<file path="src/rtl/matmul_mem_server.sv">
`timescale 1ns/1ps
`default_nettype none
// ============================================================================
// Module      : matmul_mem_server
// Description : Word memory serving the matrix-multiply load/store traffic
//               through a req/done handshake with a fixed latency.
//               Optional address checking is enabled by `define MEM_ERR_CHECK_EN.
// Revision    : 1.0 - initial release
// ============================================================================
module matmul_mem_server #(
    parameter int          DEPTH     = 64,
    parameter int          LATENCY   = 2,
    parameter logic [31:0] BASE_ADDR = 32'h0000_0000
) (
    input  logic        clk,
    input  logic        rst_n,
    input  logic        mem_req,
    input  logic        mem_we,
    input  logic [31:0] mem_addr,
    input  logic [31:0] mem_wdata,
    output logic [31:0] mem_rdata,
    output logic        mem_done,
    output logic        mem_err,
    output logic        busy
);

    localparam int               c_AW       = $clog2(DEPTH);
    localparam int               c_CW       = (LATENCY > 1) ? $clog2(LATENCY) : 1;
    localparam logic [c_CW-1:0]  c_CNT_INIT = c_CW'(LATENCY - 1);
    localparam logic [31:0]      c_ERR_DATA = 32'hDEAD_BEEF;

    typedef enum logic [1:0] {
        S_IDLE = 2'd0,
        S_WAIT = 2'd1,
        S_RESP = 2'd2
    } state_t;

    state_t            r_state;
    state_t            w_next;
    logic [c_CW-1:0]   r_cnt;
    logic              r_we;
    logic              r_err;
    logic [c_AW-1:0]   r_idx;
    logic [31:0]       r_wdata;
    logic [31:0]       r_rdata;
    logic [31:0]       r_mem [DEPTH];

    logic [31:0]       w_off;
    logic [c_AW-1:0]   w_idx;
    logic              w_err;
    logic              w_accept;
    logic              w_resp_edge;
    logic              w_unused_bits;

    assign w_off = mem_addr - BASE_ADDR;
    assign w_idx = w_off[c_AW+1:2];

`ifdef MEM_ERR_CHECK_EN
    assign w_err = (mem_addr[1:0] != 2'b00) ||
                   (mem_addr < BASE_ADDR)   ||
                   ({2'b00, w_off[31:2]} >= 32'(DEPTH));
    assign w_unused_bits = ^w_off[1:0];
`else
    assign w_err = 1'b0;
    assign w_unused_bits = ^{w_off[31:c_AW+2], w_off[1:0]};
`endif

    assign w_accept    = (r_state == S_IDLE) && mem_req;
    // The WAIT phase always lasts LATENCY cycles, so done lands LATENCY edges after accept
    assign w_resp_edge = (r_state == S_WAIT) && (r_cnt == '0);

    always_comb begin
        w_next   = r_state;
        mem_done = 1'b0;
        busy     = 1'b0;
        case (r_state)
            S_IDLE: begin
                if (mem_req) w_next = S_WAIT;
            end
            S_WAIT: begin
                busy = 1'b1;
                if (r_cnt == '0) w_next = S_RESP;
            end
            S_RESP: begin
                busy     = 1'b1;
                mem_done = 1'b1;
                w_next   = S_IDLE;
            end
            default: w_next = S_IDLE;
        endcase
    end

    assign mem_err   = mem_done & r_err;
    assign mem_rdata = r_rdata;

    always_ff @(posedge clk or negedge rst_n) begin
        if (!rst_n) begin
            r_state <= S_IDLE;
            r_cnt   <= '0;
            r_we    <= 1'b0;
            r_err   <= 1'b0;
            r_idx   <= '0;
            r_wdata <= '0;
            r_rdata <= '0;
        end else begin
            r_state <= w_next;
            if (w_accept) begin
                r_cnt   <= c_CNT_INIT;
                r_we    <= mem_we;
                r_err   <= w_err;
                r_idx   <= w_idx;
                r_wdata <= mem_wdata;
            end else if ((r_state == S_WAIT) && (r_cnt != '0)) begin
                r_cnt <= r_cnt - 1'b1;
            end
            if (w_resp_edge && !r_we) begin
                r_rdata <= r_err ? c_ERR_DATA : r_mem[r_idx];
            end
        end
    end

    // Storage is deliberately left out of reset; only the commit strobe is reset-qualified
    always_ff @(posedge clk) begin
        if (w_resp_edge && r_we && !r_err) begin
            r_mem[r_idx] <= r_wdata;
        end
    end

endmodule
`default_nettype wire

</file>
<file path="config.mk">
export PLATFORM = sky130hd
export DESIGN_NAME = matmul_mem_server
export DESIGN_NICKNAME = d
export VERILOG_FILES = /design/src/rtl/matmul_mem_server.sv
export SDC_FILE = /design/constraint.sdc
export NUM_CORES = 2
export LEC_CHECK = 0
export CAP_MARGIN = 10
export CORE_UTILIZATION = 35
export DETAILED_ROUTE_END_ITERATION = 10
export PLACE_DENSITY = 0.53
export SYNTH_ARGS = -nofsm -noshare
export SYNTH_HDL_FRONTEND = slang
export SYNTH_SLANG_ARGS = --single-unit
</file>
<file path="constraint.sdc">
create_clock -name clk -period 4.4 [get_ports clk]
set_input_delay 0.88 -clock clk [delete_from_list [all_inputs] [get_ports clk]]
set_output_delay 0.88 -clock clk [all_outputs]
set_load 0.02 [all_outputs]
</file>
# After elaboration in Yosys (flattened, before gate mapping)
# Memories as Yosys holds them, arrays and structs flattened. A register that Yosys moved wholly into a read port is not among the register bits.
# Cells that the tools add are included.
# classes
addsub,1
eq_ne,4
mux,9
bitwise_logic,1
reduce_logical,11
# ops
operator,count
1-bit two-way mux,6
1-bit logical AND,5
2-bit two-way mux,2
2-bit inequality test (second input constant),2
2-bit one-hot mux with 2 select lines,1
2-bit by 1-bit equality test with 1-bit output (second input constant),1
2-bit equality test (second input constant),1
1-bit logical NOT,2
2-bit logical NOT,1
2-bit AND reduction,1
2-bit nonzero test,1
2-bit OR reduction,1
1-bit inverter,1
1-bit subtractor (second input constant),1
# totals
ff_bits,42
mem_bits_rw,2048
out_inout_bits,35
word_cells,32
n_memories,1
# memory_table
name,depth,width,read_ports,rd_ports_with_merged_regs,wr,line,text
r_mem,64,32,1,1,1,46,logic [31:0] r_mem [DEPTH];

# Logic depth before layout (Yosys ltp)
# depth
ltp_word,5
depth_mapped,12

# Worst setup path after synthesis
# Ideal clock, no wire load.
# synth_timing
path_kind,register -> register
from,register r_idx[2]
to,memory r_mem[13][0] (enable)
arrival_ns,3.086
setup_slack_ns,0.893
path_stages_with_launch,10
n_path_buf,7
period_less_slack_ns,3.507
cell_sequence,dfrtp_1 > buf_6 > buf_6 > buf_6 > buf_2 > buf_6 > buf_2 > buf_2 > nand3_1 > nor2_1
# synth_rtl
item,line,text
"start, declared",43,logic [c_AW-1:0] r_idx;
"start signal, assigned",111,r_idx <= w_idx;
"end, declared",46,
# No word-level cell before the write port.

==> run metrics <==
final routed wirelength across all metal layers 270000 µm; post-cts repair resize count 0; required arrival time at the worst endpoint 5.15 ns; count of max-cap constraint violations 0; total area of multi-input combinational cells 17200 µm²; Main synth FF type edfxtp_1; average via count per standard cell between 5 and 6; YS warnings 0; clock slew at reported path FFs 0.06 ns; power per standard cell area roughly 700 nW/µm²; total of buffers placed on input and output ports 75; cts hold-fix bufs 0; post-synthesis instance area 81700 µm²; number of cells on the worst reg-to-reg path 6; unrepaired setup endpoints after global routing no; slew at the pin closest to its max-slew limit roughly 1.3 ns; final setup skew 0.0340 ns; CP startpoint kind flip-flop; maximum number of pins on one net before global-route repair 68; GR Layer Usage met1 31.7%; wire length of the first global-routing pass around 370000 µm; Starting Density a little over a third; share of post-route cells with drive strength above 1 24.4%; width of the die 485 µm; clock latency at the later pin of the worst-skew pair 0.88 ns; most common library cell in the layout ignoring fill and taps edfxtp_1; Worst Setup Path Type reg -> reg; number of flops mapped to enable cells by yosys 2048; destination of the worst register-to-register timing path mem_rdata[22]; cell with the largest stage delay on the worst path nor2b_4; sequential area share after synthesis 77.5%; Seq cells post-synth between 2000 and 2500; number of global-route vias before repair 44300; Remaining DRCs 0; ranking of synthesized cells by area edfxtp_1 (75%), mux4_2 (4.8%), mux2_2 (3.0%); met3 routing resource usage after global routing 4.15%; most frequent cells in the layout edfxtp_1 (2048), buf_4 (275), mux2_2 (220); grt total ovfl 0; antenna violations before repair 19; Mapped Nets roughly 4300; P&R area growth vs syn 16.6%; cell type with the highest aggregate area in the netlist edfxtp_1; cell area after placement 88300 µm²; Final Instance Area 95300 µm²; highest net fanout along the worst path 25; total number of vias 45900; TritonCTS clock tree built; run status finished clean; Setup Viol. Count Final 0; number of CTS-inserted buffers ~210; remaining antenna violation count 0; die height between 400 and 500 µm; global route hottest layer met2; remaining max-slew budget at the tightest pin 14.9%; share of the synthesized area in the top cell type 75.2%; slack of the worst reg-to-reg path roughly 0.65 ns; final period utilization 85.3%; post-CTS setup buffer count 0; post-route core utilization between 40% and 50%; Storage cell area 63400 µm²; maximum cell stage delay along the critical path 0.99 ns; worst min-delay path class in -> async; floorplan core area 232000 µm²; Pleak 30.1 nW; fill cell count 20600; Post-synth ARST share 3.49%; critical path cell sequence nor2b_4, a221o_1, nor2_1, nor4_1, o311ai_1, o32a_1; CTS Root Cell clkbuf_16; first drt pass iteration count 6; post-detail-place hpwl 160000 µm; floorplan die area 235000 µm²; number of unique standard cell types used by synthesis 75; total power of the final layout about 67 mW; maximum count of clock buffers along a single path 3; clock net sink count roughly 2100; overall global routing resource usage 22.6%; GRT met2 Usage 35.7%; average cell area after synthesis 19.1 µm²; routability congestion estimate approximately 0.83; final layout net count 4670; fmax 266 MHz; origin of the critical flop-to-flop path r_idx[0]; number of standard cells after synthesis 4273; maximum VDD drop roughly 0.00078 V; arrival time at the worst endpoint 4.51 ns; Boundary Pins 103; Core Rows 177; Setup TNS Final 0 ns; H-Tree Depth 4; final hold violation count 0; Routed wire per std cell 34.4 µm; Critical Path Sink Type flip-flop; Detailed Route Iter0 Violations 6419; shortest period the worst path allows 3.75 ns; Pins Over Slew Limit 0
==> power breakdown <==
group,total (mW),internal (mW),switching [mW]
Combinational,22.0,6.95,15.1
Clock,18.2,10.4,7.81
Sequential,27.2,25.7,1.49
Total,67.3,43.0,24.4
==> critical path, delay by kind of cell (launching register included) <==
| family | cells | cell delay [ns] |
|---|---|---|
| AND/OR/NAND/NOR | 3 | 1.66 |
| AO/OA/AOI/OAI | 3 | 0.98 |
| flip-flops | 1 | 0.94 |
==> final cells by class <==
class | count | area share [%]
timing repair buffer | 403 | 4.08
inverter | 10 | 0.0499
multi-input combinational | 1847 | 18.0
tap | 3043 | 3.99
clock inverter | 104 | 1.13
antenna | 4 | 0.0105
sequential | 2122 | 66.5
clock buffer | 296 | 6.17
==> synth_stat cells (all sizes together) (22+ instances only) <==
cell and count:
a21oi 121, a221o 43, a221oi 177, a22o 22
a22oi 182, a31oi 43, buf 227, clkbuf 67
dfrtp 74, edfxtp 2048, mux2 226, mux2i 184
mux4 177, nand2 94, nand3 33, nor2 149
o21ai 110, o22ai 100
==> through the flow <==
step                      hold slack, ns  setup slack, ns  instances
after floorplan                    0.494            0.893       4273
after global placement             0.498            0.761       7424
after detailed placement           0.501            0.736       7424
after CTS                         0.0367            0.742       7824
after global routing              0.0864            0.611       7825
final                             0.0506            0.645       7829
==> cells by family (layout without fill, tap and decap cells) <==
| logic type | after synthesis | after routing | share of synthesized area [%] |
|---|---|---|---|
| and+or+nand+nor | 352 | 352 | 1.95 |
| adders and majority gates | 5 | 5 | 0.0765 |
| AOI/OAI and AO/OA | 902 | 902 | 8.01 |
| other | 1 | 5 | 0.00459 |
| muxes | 587 | 587 | 10.3 |
| buffers and inverters | 304 | 813 | 2.19 |
| DFF | 2122 | 2122 | 77.5 |
==> sequential cells by signal, summed over array words and instances (netlist names) <==
name       count
r_wdata       32
r_mem       2048
r_state        2
r_we           1
r_idx          6
mem_rdata     32
r_cnt          1
==> worst max-delay path by stage <==
stage / startpoint / end / slack [ns] / depth (start not counted)
after floorplan: r_idx[2] / r_mem[13][0] / 0.89 / 9
after global placement: r_idx[0] / mem_rdata[2] / 0.76 / 8
after detailed placement: r_idx[0] / mem_rdata[25] / 0.74 / 8
after CTS: r_idx[0] / mem_rdata[25] / 0.74 / 8
after global routing: r_idx[3] / mem_rdata[26] / 0.61 / 6
final: r_idx[0] / mem_rdata[22] / 0.65 / 6
==> metal layers <==
layer,up-vias,part of all wire [%]
li1,18500,-
met1,24500,41
met2,2491,47
met3,434,9.0
met4,6,2.9
met5,-,0.013
Note: power is estimated with default switching activity, not from simulation.
